$ cat config.mk
export PLATFORM = sky130hd
export DESIGN_NAME = memorio_bridge_flat
export DESIGN_NICKNAME = d
export VERILOG_FILES = /design/src/rtl/memorio_pkg.sv /design/src/rtl/memorio_bridge_if.sv /design/src/rtl/io_addr_decode.sv /design/src/rtl/memorio_bridge.sv /design/src/flat_wrapper.sv
export SDC_FILE = /design/constraint.sdc
export NUM_CORES = 1
export LEC_CHECK = 0
export BUFFER_PORTS_ARGS = -buffer_cell sky130_fd_sc_hd__buf_4
export CAP_MARGIN = 20
export CORE_AREA = 2 2 111 113
export CTS_CLUSTER_DIAMETER = 40
export DETAILED_ROUTE_END_ITERATION = 7
export DIE_AREA = 0 0 113 115
export PLACE_DENSITY_LB_ADDON = 0.05
export SLEW_MARGIN = 20
export SYNTH_ARGS = -nofsm -noshare
export SYNTH_HDL_FRONTEND = slang
export SYNTH_HIERARCHICAL = 1
export SYNTH_SLANG_ARGS = --single-unit
$ cat constraint.sdc
create_clock -name clock -period 4.2 [get_ports clock]
set_input_delay 0.42 -clock clock [delete_from_list [all_inputs] [get_ports clock]]
set_output_delay 0.42 -clock clock [all_outputs]
set_load 0.005 [all_outputs]
$ cat src/rtl/memorio_pkg.sv
// Shared types and helpers for the CPU memory/IO bridge.
package memorio_pkg;

  typedef enum logic [1:0] {
    IDLE   = 2'd0,
    ACCESS = 2'd1,
    DONE   = 2'd2
  } state_t;

  localparam logic [31:0] IO_BASE_DEFAULT  = 32'hFFFF_FC00;
  localparam int          CH_SHIFT_DEFAULT = 4;
  localparam int          ZEXT_MAX_W       = 64;

  // Keeps the low io_w bits of val and clears the rest.
  function automatic logic [ZEXT_MAX_W-1:0] zext_io(input logic [ZEXT_MAX_W-1:0] val,
                                                    input int io_w);
    logic [ZEXT_MAX_W-1:0] mask;
    mask = (io_w >= ZEXT_MAX_W) ? '1
                                : ((ZEXT_MAX_W'(1) << io_w) - ZEXT_MAX_W'(1));
    return val & mask;
  endfunction

endpackage

$ cat src/rtl/memorio_bridge_if.sv
// CPU-side and peripheral-side signals of the memory/IO bridge.
interface memorio_bridge_if #(
  parameter int DATA_W = 32,
  parameter int IO_W   = 16,
  parameter int N_IO   = 4
);
  logic                   memread;
  logic                   memwrite;
  logic                   ioread;
  logic                   iowrite;
  logic [DATA_W-1:0]      caddress;
  logic [DATA_W-1:0]      rdata;
  logic [DATA_W-1:0]      mread_data;
  logic [N_IO*IO_W-1:0]   io_rdata;
  logic [N_IO-1:0]        io_ready;
  logic [DATA_W-1:0]      address;
  logic [DATA_W-1:0]      write_data;
  logic [DATA_W-1:0]      wdata;
  logic [N_IO-1:0]        io_cs;
  logic                   io_rd;
  logic                   io_wr;
  logic [IO_W-1:0]        io_wdata;
  logic                   stall;
  logic                   bus_err;

  modport slave (
    input  memread, memwrite, ioread, iowrite, caddress, rdata, mread_data,
           io_rdata, io_ready,
    output address, write_data, wdata, io_cs, io_rd, io_wr, io_wdata, stall, bus_err
  );

  modport master (
    output memread, memwrite, ioread, iowrite, caddress, rdata, mread_data,
           io_rdata, io_ready,
    input  address, write_data, wdata, io_cs, io_rd, io_wr, io_wdata, stall, bus_err
  );
endinterface

$ cat src/rtl/io_addr_decode.sv
// Maps a CPU address onto an IO channel index and flags addresses outside the IO window.
module io_addr_decode
  import memorio_pkg::*;
#(
  parameter int                DATA_W   = 32,
  parameter int                N_IO     = 4,
  parameter logic [DATA_W-1:0] IO_BASE  = DATA_W'(IO_BASE_DEFAULT),
  parameter int                CH_SHIFT = CH_SHIFT_DEFAULT,
  parameter int                CH_W     = 2
) (
  input  logic [DATA_W-1:0] caddress,
  output logic [CH_W-1:0]   ch,
  output logic              in_range
);

  logic [DATA_W-1:0] offset;
  logic [DATA_W-1:0] idx;

  assign offset   = caddress - IO_BASE;
  assign idx      = offset >> CH_SHIFT;
  // Below-base addresses wrap to huge offsets, so the base compare is still needed.
  assign in_range = (caddress >= IO_BASE) && (idx < DATA_W'(N_IO));
  assign ch       = idx[CH_W-1:0];

endmodule

$ cat src/rtl/memorio_bridge.sv
// Memory pass-through plus N_IO-channel IO handshake with timeout and bus-error reporting.
module memorio_bridge
  import memorio_pkg::*;
#(
  parameter int                DATA_W   = 32,
  parameter int                IO_W     = 16,
  parameter int                N_IO     = 4,
  parameter logic [DATA_W-1:0] IO_BASE  = DATA_W'(IO_BASE_DEFAULT),
  parameter int                CH_SHIFT = CH_SHIFT_DEFAULT,
  parameter int                TIMEOUT  = 15
) (
  input  logic              clock,
  input  logic              reset_n,
  memorio_bridge_if.slave   bus
);

  localparam int CH_W  = (N_IO > 1) ? $clog2(N_IO) : 1;
  localparam int CNT_W = (TIMEOUT > 0) ? $clog2(TIMEOUT + 1) : 1;
  localparam logic [CNT_W-1:0] CNT_LAST = (TIMEOUT > 0) ? CNT_W'(TIMEOUT - 1) : '0;

  state_t            state_reg, state_next;
  logic [CH_W-1:0]   ch_reg, ch_next;
  logic              dir_rd_reg, dir_rd_next;
  logic [CNT_W-1:0]  cnt_reg, cnt_next;
  logic [DATA_W-1:0] rd_buf_reg, rd_buf_next;
  logic [IO_W-1:0]   io_wdata_reg, io_wdata_next;

  logic [CH_W-1:0]   dec_ch;
  logic              dec_in_range;
  logic              io_sel;
  logic              io_req;
  logic              ready_sel;
  logic [IO_W-1:0]   rdata_sel;
  logic              timeout_hit;
  logic              stall_c;
  logic              bus_err_c;
  logic [N_IO-1:0]   io_cs_vec;

  io_addr_decode #(
    .DATA_W   (DATA_W),
    .N_IO     (N_IO),
    .IO_BASE  (IO_BASE),
    .CH_SHIFT (CH_SHIFT),
    .CH_W     (CH_W)
  ) u_decode (
    .caddress (bus.caddress),
    .ch       (dec_ch),
    .in_range (dec_in_range)
  );

  assign io_sel      = bus.ioread | bus.iowrite;
  // Reset masks the request so stall/bus_err drop immediately while reset_n is low.
  assign io_req      = io_sel & reset_n;
  assign ready_sel   = bus.io_ready[ch_reg];
  assign rdata_sel   = bus.io_rdata[ch_reg*IO_W +: IO_W];
  assign timeout_hit = (TIMEOUT > 0) && (cnt_reg == CNT_LAST);

  always_ff @(posedge clock or negedge reset_n) begin
    if (!reset_n) begin
      state_reg    <= IDLE;
      ch_reg       <= '0;
      dir_rd_reg   <= 1'b0;
      cnt_reg      <= '0;
      rd_buf_reg   <= '0;
      io_wdata_reg <= '0;
    end else begin
      state_reg    <= state_next;
      ch_reg       <= ch_next;
      dir_rd_reg   <= dir_rd_next;
      cnt_reg      <= cnt_next;
      rd_buf_reg   <= rd_buf_next;
      io_wdata_reg <= io_wdata_next;
    end
  end

  always_comb begin
    state_next    = state_reg;
    ch_next       = ch_reg;
    dir_rd_next   = dir_rd_reg;
    cnt_next      = cnt_reg;
    rd_buf_next   = rd_buf_reg;
    io_wdata_next = io_wdata_reg;
    stall_c       = 1'b0;
    bus_err_c     = 1'b0;
    case (state_reg)
      IDLE: begin
        if (io_req) begin
          stall_c     = 1'b1;
          dir_rd_next = bus.ioread;
          cnt_next    = '0;
          if (dec_in_range) begin
            ch_next       = dec_ch;
            io_wdata_next = bus.rdata[IO_W-1:0];
            state_next    = ACCESS;
          end else begin
            bus_err_c   = 1'b1;
            rd_buf_next = '0;
            state_next  = DONE;
          end
        end
      end
      ACCESS: begin
        stall_c = 1'b1;
        if (cnt_reg != '1) begin
          cnt_next = cnt_reg + CNT_W'(1);
        end
        // Ready is checked first so a coincident timeout is not reported.
        if (ready_sel) begin
          if (dir_rd_reg) begin
            rd_buf_next = DATA_W'(zext_io(ZEXT_MAX_W'(rdata_sel), IO_W));
          end
          state_next = DONE;
        end else if (timeout_hit) begin
          bus_err_c   = 1'b1;
          rd_buf_next = '0;
          state_next  = DONE;
        end
      end
      DONE:    state_next = IDLE;
      default: state_next = IDLE;
    endcase
  end

  for (genvar gi = 0; gi < N_IO; gi++) begin : g_cs
    assign io_cs_vec[gi] = (state_reg == ACCESS) && (ch_reg == CH_W'(gi));
  end

  always_comb begin
    bus.wdata = '0;
    if (state_reg == DONE) begin
      bus.wdata = dir_rd_reg ? rd_buf_reg : '0;
    end else if (!io_sel && bus.memread) begin
      bus.wdata = bus.mread_data;
    end
  end

  assign bus.address    = bus.caddress;
  assign bus.write_data = (bus.memwrite && !io_sel) ? bus.rdata : '0;
  assign bus.io_cs      = io_cs_vec;
  assign bus.io_rd      = (state_reg == ACCESS) && dir_rd_reg;
  assign bus.io_wr      = (state_reg == ACCESS) && !dir_rd_reg;
  assign bus.io_wdata   = io_wdata_reg;
  assign bus.stall      = stall_c;
  assign bus.bus_err    = bus_err_c;

endmodule

$ cat src/flat_wrapper.sv
// flat-port wrapper written by rule: the top's interface ports become plain ports
module memorio_bridge_flat import memorio_pkg::*;
#(
  parameter int                DATA_W   = 32,
  parameter int                IO_W     = 16,
  parameter int                N_IO     = 4,
  parameter logic [DATA_W-1:0] IO_BASE  = DATA_W'(IO_BASE_DEFAULT),
  parameter int                CH_SHIFT = CH_SHIFT_DEFAULT,
  parameter int                TIMEOUT  = 15
)
  (clock, reset_n, bus_memread, bus_memwrite, bus_ioread, bus_iowrite, bus_caddress, bus_rdata, bus_mread_data, bus_io_rdata, bus_io_ready, bus_address, bus_write_data, bus_wdata, bus_io_cs, bus_io_rd, bus_io_wr, bus_io_wdata, bus_stall, bus_bus_err);
  memorio_bridge_if #(.DATA_W(DATA_W), .IO_W(IO_W), .N_IO(N_IO)) bus_i ();
  input  logic clock;
  input  logic reset_n;
  input wire logic [$bits(bus_i.memread)-1:0] bus_memread;
  input wire logic [$bits(bus_i.memwrite)-1:0] bus_memwrite;
  input wire logic [$bits(bus_i.ioread)-1:0] bus_ioread;
  input wire logic [$bits(bus_i.iowrite)-1:0] bus_iowrite;
  input wire logic [$bits(bus_i.caddress)-1:0] bus_caddress;
  input wire logic [$bits(bus_i.rdata)-1:0] bus_rdata;
  input wire logic [$bits(bus_i.mread_data)-1:0] bus_mread_data;
  input wire logic [$bits(bus_i.io_rdata)-1:0] bus_io_rdata;
  input wire logic [$bits(bus_i.io_ready)-1:0] bus_io_ready;
  output wire logic [$bits(bus_i.address)-1:0] bus_address;
  output wire logic [$bits(bus_i.write_data)-1:0] bus_write_data;
  output wire logic [$bits(bus_i.wdata)-1:0] bus_wdata;
  output wire logic [$bits(bus_i.io_cs)-1:0] bus_io_cs;
  output wire logic [$bits(bus_i.io_rd)-1:0] bus_io_rd;
  output wire logic [$bits(bus_i.io_wr)-1:0] bus_io_wr;
  output wire logic [$bits(bus_i.io_wdata)-1:0] bus_io_wdata;
  output wire logic [$bits(bus_i.stall)-1:0] bus_stall;
  output wire logic [$bits(bus_i.bus_err)-1:0] bus_bus_err;
  assign bus_i.memread = bus_memread;
  assign bus_i.memwrite = bus_memwrite;
  assign bus_i.ioread = bus_ioread;
  assign bus_i.iowrite = bus_iowrite;
  assign bus_i.caddress = bus_caddress;
  assign bus_i.rdata = bus_rdata;
  assign bus_i.mread_data = bus_mread_data;
  assign bus_i.io_rdata = bus_io_rdata;
  assign bus_i.io_ready = bus_io_ready;
  assign bus_address = bus_i.address;
  assign bus_write_data = bus_i.write_data;
  assign bus_wdata = bus_i.wdata;
  assign bus_io_cs = bus_i.io_cs;
  assign bus_io_rd = bus_i.io_rd;
  assign bus_io_wr = bus_i.io_wr;
  assign bus_io_wdata = bus_i.io_wdata;
  assign bus_stall = bus_i.stall;
  assign bus_bus_err = bus_i.bus_err;
  memorio_bridge #(.DATA_W(DATA_W), .IO_W(IO_W), .N_IO(N_IO), .IO_BASE(IO_BASE), .CH_SHIFT(CH_SHIFT), .TIMEOUT(TIMEOUT)) u_core (.clock(clock), .reset_n(reset_n), .bus(bus_i));
endmodule
==> flow_summary.yaml <==
finish:
  diodes: 0
  layout.nets: 715
  final_core_util: 0.4443
  synthToLayoutAreaGrowth_pct: 71.67
  drive_above_1_share: 0.6379
detailed_routing:
  wire_per_inst_um: 15.83
  vias: 3131
  vias_per_cell: 4.531
  drc_errors: 20
  antenna_left: 0
  first_pass_iters: 7
  finalWirelength_um: 10940
  drt_iter0_markers: 97
clock_network:
  root_buffer: "clkbuf_16"
  hold_buffers: 0
  cts_tree: "built"
  clk_pin_slew_worst_paths_ns: 0.06
  clk_latency_ns: 0.28
  clockBufferDepth: 2
  clkSinkCount: 41
  htree_levels: 2
  cts.repair.resized: 0
  post_cts_buffers: 0
  cts_made_buffers: 5
synth:
  synth_top_family_by_area: "multiplexers"
  syn_area_sq_um: 3057
  synth-edff-count: 0
  syn_avg_cell_area_sq_um: 10.12
  synth-main-ff-cell: "dfrtp_1"
  synth_seq_area_share: 0.3357
  synth_simple_gate_area_frac: 0.1916
  synth_warnings: 6
  syn-instance-count: 302
  muxShareOfSynthArea: 0.2022
  async_reset_ff_frac: 1.000
  ys_ff_latch: 41
  synth_compound_area_frac: 0.1244
  synthAdderAreaFrac: 0.008187
  synthDistinctLibCells: 37
  syn_nets: 474
  synth-xor-area-share: 0
power_and_ir_drop:
  leakage_nw: 2.677
  power.density_nw_per_um2: 208.3
  vdd_ir_drop_max_mv: 0.1867
floorplan:
  io_pins: 290
  start_util: 0.2588
  die_width_um: 113
  die-area_sq_um: 13000
  rows: 40
  core_sq_um: 11810
  die_y_um: 115
worst_hold_path:
  hold_path_class: "input port to async pin"
critical_path:
  r2r-start: "u_core/ch_reg[0]$_DFFE_PN0P_"
  critical_path_class: "flop to flop"
  critPathMaxFanout: 22
  required_ns: 4.31
  r2r_end: "u_core/rd_buf_reg[2]$_DFFE_PN0P_"
  startpoint_type: "flop"
  reg2regPathDepth: 5
  reg2reg_slack_ns: 1.46
  end_kind: "flop"
  arrival_ns: 2.86
timing:
  finalCritPeriodShare: 0.6536
  rsz0062_at_grt: "no"
  fmax_ghz: 0.3643
  clock_skew_ns: 0.002795
  setup_tns_ns: 0
  worstMarginPinSlew_ns: 0.9524
  fin_crit_ns: 2.745
  relSlewSlack: 0.3651
  setup_viol: 0
  drv_slew: 0
  hold_viol: 0
global_route:
  overflow: 0
  grt_use_total: 0.1549
  grt_start_max_net_pins: 44
  antenna_found_initial: 0
  grt_pass1_wl_um: 15940
  grt_pass1_vias: 2986
run_status:
  violations: "design-rule violations"
  status: "complete, but fails checks"
placement:
  routabilityCongestion: 0.7641
  io_buffers: 281
  dp_hpwl_um: 8918
run:
  max-cap-violations: 0
placed cells by master (no fill, tap or decap), types with 2 or more instances in the layout:
| cell | count |
|---|---|
| buf_4 | 286 |
| clkbuf_16 | 5 |
| nor3_1 | 3 |
| nor2_1 | 5 |
| o21ai_2 | 10 |
| mux4_2 | 17 |
| nor2b_1 | 2 |
| nand4b_1 | 2 |
| and2_1 | 49 |
| ha_1 | 2 |
| and3_1 | 2 |
| o21ai_0 | 9 |
| nand4_1 | 4 |
| nand2_1 | 21 |
| mux2_2 | 20 |
| dfrtp_1 | 41 |
| inv_1 | 21 |
| a22o_1 | 19 |
| a21oi_1 | 3 |
| nand3_1 | 2 |
where the power goes:
group / leakage (nW) / switching [mW] / internal [mW] / total, mW
clock: 0.0841 / 0.150 / 0.297 / 0.447
sequential: 0.570 / 0.00500 / 0.397 / 0.402
combinational: 2.02 / 0.0825 / 0.162 / 0.244
metal layers:
| layer | up-vias | share of wire | wire [um] | global-route usage |
|---|---|---|---|---|
| met4 | 0 | 0.0090 | 99 | 0.02602 |
| met1 | 1462 | 0.36 | 3974 | 0.1828 |
| met3 | 13 | 0.080 | 878 | 0.03005 |
| met2 | 154 | 0.55 | 5987 | 0.2954 |
| li1 | 1502 | - | - | - |
| met5 | - | 0 | 0 | 0 |
worst max path at each step:
| stage | depth (start not counted) | to | slack [ns] | start |
|---|---|---|---|---|
| 5_1_grt | 5 | u_core/rd_buf_reg[2]$_DFFE_PN0P_ | 1.21 | u_core/ch_reg[0]$_DFFE_PN0P_ |
| 6_report | 5 | u_core/rd_buf_reg[2]$_DFFE_PN0P_ | 1.46 | u_core/ch_reg[0]$_DFFE_PN0P_ |
| 4_1_cts | 4 | bus_wdata[11] | 1.27 | u_core/state_reg[1]$_DFFE_PN0P_ |
| 3_3_place_gp | 5 | u_core/rd_buf_reg[2]$_DFFE_PN0P_ | 1.49 | u_core/ch_reg[0]$_DFFE_PN0P_ |
| 2_1_floorplan | 7 | u_core/bus.io_wdata[0]$_DFFE_PN0P_ | 1.42 | bus_caddress[22] |
| 3_5_place_dp | 5 | u_core/rd_buf_reg[15]$_DFFE_PN0P_ | 1.44 | u_core/ch_reg[0]$_DFFE_PN0P_ |
logic make-up (layout without fill, tap and decap cells):
| group | Yosys count | count (layout) |
|---|---|---|
| buf+inv | 73 | 315 |
| mux | 38 | 38 |
| flops | 41 | 41 |
| simple gates | 100 | 100 |
| compound gates | 48 | 48 |
| fa+ha+maj | 2 | 2 |
metrics by stage:
stage	hold slack [ns]	cells	worst slack [ns]	cell area, sq um	total power [mW]
5_1_grt	0.1783	691	1.210	5248	1.141
6_report	0.1355	691	1.455	5248	1.093
4_1_cts	0.1616	691	1.268	5241	1.108
2_1_floorplan	0.1244	302	1.419	3057	0.4895
3_3_place_gp	0.4599	683	1.492	5069	0.6533
3_5_place_dp	0.4651	683	1.444	5069	0.6557
cell type report:
class | instances | area, sq um
Inverter | 21 | 78.83
Tap cell | 147 | 183.9
Fill cell | 1153 | 6564
Multi-Input combinational cell | 188 | 1639
Clock buffer | 7 | 142.6
Timing Repair Buffer | 286 | 2147
Clock inverter | 1 | 30.03
Sequential cell | 41 | 1026
worst max-delay path, cell delays in order (launching register included):
cell	delay [ns]
dfrtp_1	0.32
buf_4	0.35
mux4_2	0.62
or2_1	0.27
a311oi_4	0.83
o21ai_0	0.19
cells in the mapped netlist (2+ instances only):
| library cell | number | area, sq um |
|---|---|---|
| and2_1 | 49 | 306.5 |
| dfrtp_1 | 41 | 1026 |
| buf_4 | 34 | 255.2 |
| inv_1 | 21 | 78.83 |
| nand2_1 | 21 | 78.83 |
| mux2_2 | 20 | 225.2 |
| a22o_1 | 19 | 166.4 |
| mux4_2 | 17 | 382.9 |
| o21ai_2 | 10 | 87.58 |
| clkbuf_1 | 9 | 33.78 |
| o21ai_0 | 9 | 45.04 |
| nor2_1 | 5 | 18.77 |
| buf_2 | 4 | 20.02 |
| nand4_1 | 4 | 25.02 |
| nor3_1 | 4 | 20.02 |
| a21oi_1 | 3 | 15.01 |
| buf_1 | 3 | 11.26 |
| nor3b_1 | 3 | 22.52 |
| and3_1 | 2 | 12.51 |
| buf_6 | 2 | 22.52 |
| ha_1 | 2 | 25.02 |
| nand3_1 | 2 | 10.01 |
| nand4b_1 | 2 | 17.52 |
| nor2b_1 | 2 | 12.51 |
| nor4_2 | 2 | 25.02 |
No activity file was read; power rests on OpenSTA's default activity.
